### src/rtl/pipe_stage_skid.sv
// Elastic pipeline stage register: main register plus one skid entry; optional stats with PIPE_STAGE_STATS_EN.
// Latency: 1 cycle from in_valid&in_ready to out_valid when empty; sustains one transfer per cycle.
// Backpressure: in_ready is registered-only (~rst & ~skid_valid); the skid entry absorbs the in-flight word when out_ready drops.
module pipe_stage_skid #(
  parameter int                DATA_W      = 64,
  parameter logic [DATA_W-1:0] BUBBLE_DATA = '0
) (
  input  logic              clk,
  input  logic              rst,
  input  logic              in_valid,
  output logic              in_ready,
  input  logic [DATA_W-1:0] in_data,
  input  logic              flush,
  output logic              out_valid,
  input  logic              out_ready,
  output logic [DATA_W-1:0] out_data,
  output logic [1:0]        occupancy
`ifdef PIPE_STAGE_STATS_EN
  ,
  output logic [31:0]       stall_cnt,
  output logic [15:0]       flush_cnt
`endif
);

  logic              main_valid;
  logic              skid_valid;
  logic [DATA_W-1:0] main_data;
  logic [DATA_W-1:0] skid_data;
  logic              push;
  logic              pop;

  // Ready depends only on held state (and reset), never on out_ready.
  assign in_ready  = ~rst & ~skid_valid;
  assign push      = in_valid & in_ready;
  assign pop       = main_valid & out_ready;
  assign out_valid = main_valid;
  assign out_data  = main_data;
  assign occupancy = 2'(main_valid) + 2'(skid_valid);

  // Storage update: reset beats flush, flush beats push/pop; the skid entry always drains into main.
  always_ff @(posedge clk) begin
    if (rst || flush) begin
      main_valid <= 1'b0;
      skid_valid <= 1'b0;
      main_data  <= BUBBLE_DATA;
      skid_data  <= BUBBLE_DATA;
    end else if (!main_valid) begin
      if (push) begin
        main_valid <= 1'b1;
        main_data  <= in_data;
      end
    end else if (!skid_valid) begin
      if (push && pop) begin
        main_data <= in_data;
      end else if (push) begin
        skid_valid <= 1'b1;
        skid_data  <= in_data;
      end else if (pop) begin
        main_valid <= 1'b0;
        main_data  <= BUBBLE_DATA;
      end
    end else if (pop) begin
      main_data  <= skid_data;
      skid_valid <= 1'b0;
      skid_data  <= BUBBLE_DATA;
    end
  end

`ifdef PIPE_STAGE_STATS_EN
  // Saturating counters: stalled output cycles and flushes that actually killed something.
  always_ff @(posedge clk) begin
    if (rst) begin
      stall_cnt <= '0;
      flush_cnt <= '0;
    end else begin
      if (main_valid && !out_ready && stall_cnt != 32'hFFFF_FFFF)
        stall_cnt <= stall_cnt + 32'd1;
      if (flush && main_valid && flush_cnt != 16'hFFFF)
        flush_cnt <= flush_cnt + 16'd1;
    end
  end
`endif

endmodule

### config.mk
export PLATFORM = sky130hd
export DESIGN_NAME = pipe_stage_skid
export DESIGN_NICKNAME = d
export VERILOG_FILES = /design/src/rtl/pipe_stage_skid.sv
export SDC_FILE = /design/constraint.sdc
export NUM_CORES = 1
export LEC_CHECK = 0
export CORE_MARGIN = 1
export CORE_UTILIZATION = 54
export CTS_CLUSTER_SIZE = 14
export DETAILED_ROUTE_END_ITERATION = 10
export PLACE_DENSITY = 0.89
export SYNTH_ARGS = -nofsm -noshare
export SYNTH_HDL_FRONTEND = slang
export SYNTH_SLANG_ARGS = --single-unit
### constraint.sdc
create_clock -name clk -period 3.65 [get_ports clk]
set_input_delay 0.73 -clock clk [delete_from_list [all_inputs] [get_ports clk]]
set_output_delay 0.73 -clock clk [all_outputs]
set_load 0.03 [all_outputs]
==> impl_metrics.ini, run 1 <==
[yosys]
ys.flop_type = dfxtp_1
syn_area_per_cell_sq_um = 10.6
synthArstFlopShare = 0
synth_nets = 609
synth.top_cell.area_share = 0.456
ys_seq_elements = 130
synth_area_sq_um = 5710
synth_top_cell_by_area = dfxtp_1
yosys_warnings = 0
synthCells = 538
ys_types = 26
synthTopCellsByArea = dfxtp_1, a22oi_2, a222oi_1, a211oi_1, nor2_2
synth_edf_count = 0
ys_seq_area_frac = 0.456

[cts]
cts_tree = built
path_clk_slew_ns = 0.06
cts.path.max_buffers = 2
post_cts_resized = 0
cts-root-buf = clkbuf_8
postCtsHoldBufs = 0
cts_setup_buffers = 0
htree_levels = 4
cts_sinks = 130
clock_latency_ns = 0.51
numCtsBuffers = 17

[outcome]
violations = design-rule violations
outcome = finished, violations left

[global_route]
grt.total_usage = 0.264
grt_pass1_wl_mm = 23.4
antenna_found_initial = 0
grt_start_max_net_pins = 131
gr-total-overflow = 0
first_global_vias = 4576

[min_path]
hp-class = reg2reg

[finish]
drive_above_1_share = 0.259
final_cell_count_no_fill = 785
nets = 707
syn_to_final_growth_pct = 31.4
fin_util = 0.730
antenna_cells = 0

[die]
io_pins = 137
die_h_microns = 105
coreArea_sq_um = 10300
num_rows = 37
die_w_microns = 105
die-area_sq_um = 11000
initial_core_util = 0.556

[timing]
fin_skew_ns = 0.00916
worstMarginPinSlew_ns = 1.27
hold_viol = 0
min_period_ns = 3.03
timing.setup.tns_ns = 0
final_max_slew_viol_count = 0
finalCritPeriodShare = 0.831
max_slew_margin = 0.152
setup_viol = 0
max_freq_ghz = 0.330
hold_ws_ns = 0.457
rsz0062_at_grt = false

[critical_path]
required_ns = 2.92
startpoint_type = flip-flop
worstSetupPathType = reg2out
worstPathMaxFanout = 11
cp.arrival_ns = 2.30
end_kind = output port

[power_and_ir_drop]
seqPwrFrac = 0.426
p_sw_frac = 0.260
p_int_mw = 2.56
vdd_drop_max_mv = 0.318
p_leak_nw = 2.30
power.share.clock = 0.457
p_comb_frac = 0.117
power.switching_mw = 0.900
power_density_nw_per_um2 = 460
total_power_mw = 3.46

[drt]
drcViolationCount = 6
drt_wl_total_mm = 14.7
vias_per_cell = 6.21
via_count = 4878
first_iter_violations = 654
wl_per_cell_microns = 18.8
drtAntennaViolNets = 0
dr.pass1.iters = 11

[placement]
dp_cells = 753
hpwlAfterDp_mm = 8.40
routabilityCongestion = 0.753
port_buffers = 136

[flow_run]
max-cap-violations = 0
power by group through the flow:
stage	Clock [mW]	Combinational, mW	Sequential (mW)
finish	1.58	0.403	1.47
global route	1.66	0.423	1.48
CTS	1.59	0.401	1.47
detailed placement	0	0.398	1.50
global placement	0	0.392	1.50
floorplan	0	0.155	1.56
placed cells by master, fill, tap and decap left out, types with 4 or more instances in the layout:
master / count
a211oi_1: 65
a222oi_1: 64
a22oi_1: 4
a22oi_2: 60
buf_4: 5
clkbuf_16: 16
clkdlybuf4s50_1: 136
clkinvlp_4: 7
dfxtp_1: 130
inv_1: 67
inv_6: 4
nor2_1: 6
nor2_2: 60
layout make-up:
cell class              instances  area, sq um
clock buffers                  18          428
clock inverters                14          131
fillers                       713         2770
inverters                      67          251
multi-input cells             277         2480
flip-flops and latches        130         2600
well taps                     136          170
repair buffers                143         1440
per-layer routing:
| metal | vias up | global-route usage | part of all wire |
|---|---|---|---|
| li1 | 2240 | - | - |
| met1 | 2367 | 0.359 | 0.42 |
| met2 | 255 | 0.421 | 0.49 |
| met3 | 16 | 0.0580 | 0.082 |
| met4 | 0 | 0.0724 | 0.010 |
| met5 | - | 0 | 0 |
worst max-delay path: stages, from the launching register on:
cell             delay [ns]
dfxtp_1                0.61
inv_1                  0.12
ha_1                   0.32
inv_1                  0.06
clkdlybuf4s50_1        0.69
cell families after synthesis:
kind of cell	Yosys count	share of synthesized area
simple gates	76	0.0815
buf+inv	131	0.117
fa+ha+maj	2	0.00438
compound gates	199	0.342
flops	130	0.456
path summary, 6_finish.rpt:
kind | startpoint | end | slack, ns | cells past startpoint
hold / removal | out_data[13] | out_data[13] | 0.46 | 2
setup / recovery | skid_valid | occupancy[0] | 0.62 | 4
hold reg to reg | out_data[13] | out_data[13] | 0.46 | 2
setup reg to reg | out_valid | out_data[52] | 1.01 | 5
sequential cells by signal, indices dropped and copies added (netlist names):
register	cells
out_valid	1
skid_data	64
out_data	64
skid_valid	1
cells in the mapped netlist (2+ instances only):
library cell / count
dfxtp_1: 130
inv_1: 67
a211oi_1: 65
a222oi_1: 64
a22oi_2: 60
nor2_2: 60
clkbuf_1: 41
buf_1: 7
buf_12: 6
clkbuf_8: 6
nor2_1: 6
a22oi_1: 4
nand2_1: 3
a21oi_1: 2
and2_1: 2
buf_2: 2
buf_6: 2
ha_1: 2
o21ai_0: 2
stage by stage:
step / instance area, sq um / setup slack [ns]
after floorplan: 5710 / 1.42
after global placement: 6950 / 0.718
after detailed placement: 6950 / 0.691
after CTS: 7510 / 0.619
after global routing: 7510 / 0.495
final: 7510 / 0.618
No activity file was read; power rests on OpenSTA's default activity.
==> inputs of run 2 (changes only) <==
--- a/config.mk
+++ b/config.mk
@@ -6,10 +6,10 @@
 export NUM_CORES = 1
 export LEC_CHECK = 0
 export CORE_MARGIN = 1
-export CORE_UTILIZATION = 54
+export CORE_UTILIZATION = 50
 export CTS_CLUSTER_SIZE = 14
 export DETAILED_ROUTE_END_ITERATION = 10
-export PLACE_DENSITY = 0.89
+export PLACE_DENSITY = 0.83
 export SYNTH_ARGS = -nofsm -noshare
 export SYNTH_HDL_FRONTEND = slang
 export SYNTH_SLANG_ARGS = --single-unit
==> constraint.sdc (replaced) <==
create_clock -name clk -period 3.2 [get_ports clk]
set_input_delay 0.64 -clock clk [delete_from_list [all_inputs] [get_ports clk]]
set_output_delay 0.64 -clock clk [all_outputs]
set_load 0.03 [all_outputs]
==> run 2 against run 1 <==
The run now ends clean. Count of clock-buffer cells in the layout increased by 2. First-iteration DRC count decreased by 17%. Utilization decreased by 3.3 points. Largest cell class unchanged. Highest routed layer unchanged.
==> impl_metrics.ini, run 2 (synthesis gave the netlist of run 1 again) <==
[global_route]
grt_start_max_net_pins = 65
first_global_vias = 4693
grt.total_usage = 0.251
antenna_found_initial = 0
gr-total-overflow = 0
grt_pass1_wl_mm = 23.4

[timing]
min_period_ns = 2.89
rsz0062_at_grt = false
timing.setup.tns_ns = 0
worstMarginPinSlew_ns = 1.15
hold_viol = 0
max_freq_ghz = 0.346
max_slew_margin = 0.231
final_max_slew_viol_count = 0
finalCritPeriodShare = 0.902
setup_viol = 0
fin_skew_ns = 0.00729
hold_ws_ns = 0.454

[cts]
post_cts_resized = 0
cts_tree = built
cts.path.max_buffers = 2
postCtsHoldBufs = 0
clock_latency_ns = 0.41
htree_levels = 4
numCtsBuffers = 17
path_clk_slew_ns = 0.06
cts_sinks = 130
cts-root-buf = clkbuf_16
cts_setup_buffers = 0

[critical_path]
cp.arrival_ns = 2.25
timing.rr.end = out_data[51]
worstSetupPathType = reg2out
worstPathMaxFanout = 11
rrSetupSlack_ns = 0.75
cp_slowest_stage_delay_ns = 0.68
startpoint_type = flip-flop
slowest_stage = clkdlybuf4s50_1
required_ns = 2.56
crit_chain = inv_1 -> ha_1 -> inv_1 -> clkdlybuf4s50_1
worstReg2RegStart = out_valid
crit_path_frequent_cell = inv_1
end_kind = output port
worstRegToRegCells = 6

[finish]
final_cell_count_no_fill = 795
antenna_cells = 0
fin_util = 0.697
final_common_cell = clkdlybuf4s50_1
syn_to_final_growth_pct = 34.1
final_cell_mix = clkdlybuf4s50_1, dfxtp_1, inv_1
drive_above_1_share = 0.264
nets = 713

[power_and_ir_drop]
p_leak_nw = 2.39
total_power_mw = 4.22
vdd_drop_max_mv = 0.337
power_density_nw_per_um2 = 551

[die]
die_h_microns = 109
die_w_microns = 109
io_pins = 137
die-area_sq_um = 11900
num_rows = 38
coreArea_sq_um = 11000
initial_core_util = 0.520

[drt]
first_iter_violations = 540
drt_wl_total_mm = 14.8
via_count = 4866
drcViolationCount = 0
drtAntennaViolNets = 0
vias_per_cell = 6.12
wl_per_cell_microns = 18.6
dr.pass1.iters = 9

[min_path]
hold_start = out_data[11]
holdPathEnd = out_data[11]
hp-class = reg2reg
hold_path_depth = 2

[placement]
hpwlAfterDp_mm = 9.03
port_buffers = 136
routabilityCongestion = 0.740
dp_cells = 763

[outcome]
outcome = finished clean

[flow_run]
max-cap-violations = 0
## run 2: power breakdown
group,internal [mW],leakage [nW],switching (mW)
registers,1.66,1.05,0.0236
clock network,1.35,0.307,0.723
logic,0.210,1.03,0.262
total,3.21,2.39,1.01
## run 2: worst max-delay path, delay by kind of cell, from the launching register on
family	cells	cell delay, ns
flops	1	0.62
fa+ha+maj	1	0.32
buf+inv	3	0.91
## run 2: per-layer routing
layer  up-vias  part of all wire  track usage
met5         -                 0            0
met4         0            0.0083       0.0820
met3        14             0.075       0.0628
met2       250              0.48        0.406
met1      2355              0.43        0.326
li1       2247                 -            -
## run 2: metrics by stage
stage / area [sq um] / worst slack (ns)
floorplan: 5710 / 0.982
global route: 7660 / 0.212
global placement: 7020 / 0.456
detailed placement: 7020 / 0.406
finish: 7660 / 0.313
CTS: 7660 / 0.341
## run 2: layout make-up
cell class | count | area (sq um)
inverters | 67 | 251
well taps | 140 | 175
clock inverters | 12 | 180
clock buffers | 20 | 457
repair buffers | 149 | 1510
multi-input cells | 277 | 2480
flip-flops and latches | 130 | 2600
fillers | 809 | 3320
## run 2: how the worst max path moves through the flow
stage	from	end	slack (ns)	depth (start not counted)
finish	skid_valid	occupancy[0]	0.31	4
CTS	skid_valid	occupancy[0]	0.34	4
detailed placement	out_ready	skid_data[2]	0.41	6
global placement	out_ready	skid_data[1]	0.46	6
global route	skid_valid	occupancy[0]	0.21	4
floorplan	out_valid	out_data[13]	0.98	7
==> inputs of run 3 (changes only) <==
--- a/config.mk
+++ b/config.mk
@@ -10,6 +10,7 @@
 export CTS_CLUSTER_SIZE = 14
 export DETAILED_ROUTE_END_ITERATION = 10
 export PLACE_DENSITY = 0.83
+export SLEW_MARGIN = 20
 export SYNTH_ARGS = -nofsm -noshare
 export SYNTH_HDL_FRONTEND = slang
 export SYNTH_SLANG_ARGS = --single-unit
==> run 3 against run 2 <==
Clock power hardly changed. Global-route usage stayed put. Sequential power hardly changed. Via count is 1.2% higher. Clock skew hardly changed. Die area stayed put. Register-to-register slack hardly changed. Routed wire length is 0.37% higher. Critical endpoint unchanged. Largest power group unchanged. Highest routed layer unchanged.
==> impl_metrics.ini, run 3 (synthesis gave the netlist of run 1 again) <==
[drt]
dr.pass1.iters = 9
wl_met3_mm = 1.09
vias_per_cell = 6.18
drtAntennaViolNets = 0
first_iter_violations = 534
wl_met1_mm = 6.45
wl_met2_mm = 7.13
top_layer = met4
drcViolationCount = 0
wl_per_cell_microns = 18.6
drt_wl_total_mm = 14.8
via_count = 4922

[power_and_ir_drop]
power.switching_mw = 1.01
total_power_mw = 4.23
p_comb_frac = 0.112
p_int_mw = 3.22
seqPwrFrac = 0.398
power.share.clock = 0.491
p_leak_nw = 2.40
vdd_drop_max_mv = 0.336
power_density_nw_per_um2 = 550
p_sw_frac = 0.239

[placement]
port_buffers = 136
routabilityCongestion = 0.740
hpwlAfterDp_mm = 9.03
placed_area_sq_um = 7020
dp_cells = 763

[cts]
clock_latency_ns = 0.41
cts.path.max_buffers = 2
path_clk_slew_ns = 0.06
htree_levels = 4
cts_setup_buffers = 0
cts_sinks = 130
numCtsBuffers = 17
cts_tree = built
post_cts_resized = 0
postCtsHoldBufs = 0
cts-root-buf = clkbuf_16

[timing]
min_period_ns = 2.89
final_max_slew_viol_count = 0
fin_skew_ns = 0.00759
hold_ws_ns = 0.454
max_slew_margin = 0.346
rsz0062_at_grt = false
setup_viol = 0
max_freq_ghz = 0.345
worstMarginPinSlew_ns = 0.981
hold_viol = 0
finalCritPeriodShare = 0.905
timing.setup.tns_ns = 0

[global_route]
grt_pass1_wl_mm = 23.4
gr-total-overflow = 0
first_global_vias = 4693
antenna_found_initial = 0
grt.total_usage = 0.251
grt_start_max_net_pins = 65

[die]
coreArea_sq_um = 11000
die_w_microns = 109
num_rows = 38
initial_core_util = 0.520
die-area_sq_um = 11900
die_h_microns = 109
io_pins = 137

[finish]
final_area_sq_um = 7680
syn_to_final_growth_pct = 34.5
drive_above_1_share = 0.265
final_cell_mix = clkdlybuf4s50_1, dfxtp_1, inv_1
final_cell_count_no_fill = 796
antenna_cells = 0
final_common_cell = clkdlybuf4s50_1
nets = 714

[critical_path]
slowest_stage = clkdlybuf4s50_1
end_kind = output port
worstPathMaxFanout = 11
crit_path_frequent_cell = inv_1
startpoint_type = flip-flop
cp_slowest_stage_delay_ns = 0.68
cp.arrival_ns = 2.25
crit_chain = inv_1 -> ha_1 -> inv_1 -> clkdlybuf4s50_1
worstSetupPathType = reg2out
required_ns = 2.56

[flow_run]
max-cap-violations = 0

[outcome]
outcome = finished clean

[min_path]
hp-class = reg2reg
## run 3: layer usage
layer,vias up,global-route usage
met1,2403,0.326
met2,246,0.406
met5,-,0
li1,2252,-
met4,0,0.0820
met3,21,0.0628
## run 3: stage by stage
step / utilization / setup WS [ns]
2_1_floorplan: - / 0.982
3_3_place_gp: 0.639 / 0.456
3_5_place_dp: 0.639 / 0.406
4_1_cts: 0.697 / 0.341
5_1_grt: 0.699 / 0.212
6_report: 0.699 / 0.306
## run 3: final cells by class
cell class | count | area, sq um
clock buffers | 20 | 457
clock inverters | 12 | 180
fillers | 800 | 3300
inverters | 67 | 251
multi-input cells | 277 | 2480
flip-flops and latches | 130 | 2600
well taps | 140 | 175
repair buffers | 150 | 1530
## run 3: power by group through the flow
stage	Combinational, mW	Sequential, mW	Clock [mW]
floorplan	0.176	1.78	0
global placement	0.459	1.71	0
detailed placement	0.466	1.71	0
CTS	0.470	1.68	2.09
global route	0.499	1.68	2.16
finish	0.473	1.68	2.07
## run 3: critical path, delay by kind of cell (launching register included)
kind | cells | cell delay (ns)
buffers and inverters | 3 | 0.91
DFF | 1 | 0.62
adders and majority gates | 1 | 0.33
## run 3: worst paths after layout
check	slack (ns)	cells after the start	to	start
worst min-delay path	0.45	2	out_data[11]	out_data[11]
worst max register to register	0.75	6	out_data[61]	out_valid
worst max-delay path	0.31	4	occupancy[0]	skid_valid
worst min register to register	0.45	2	out_data[11]	out_data[11]
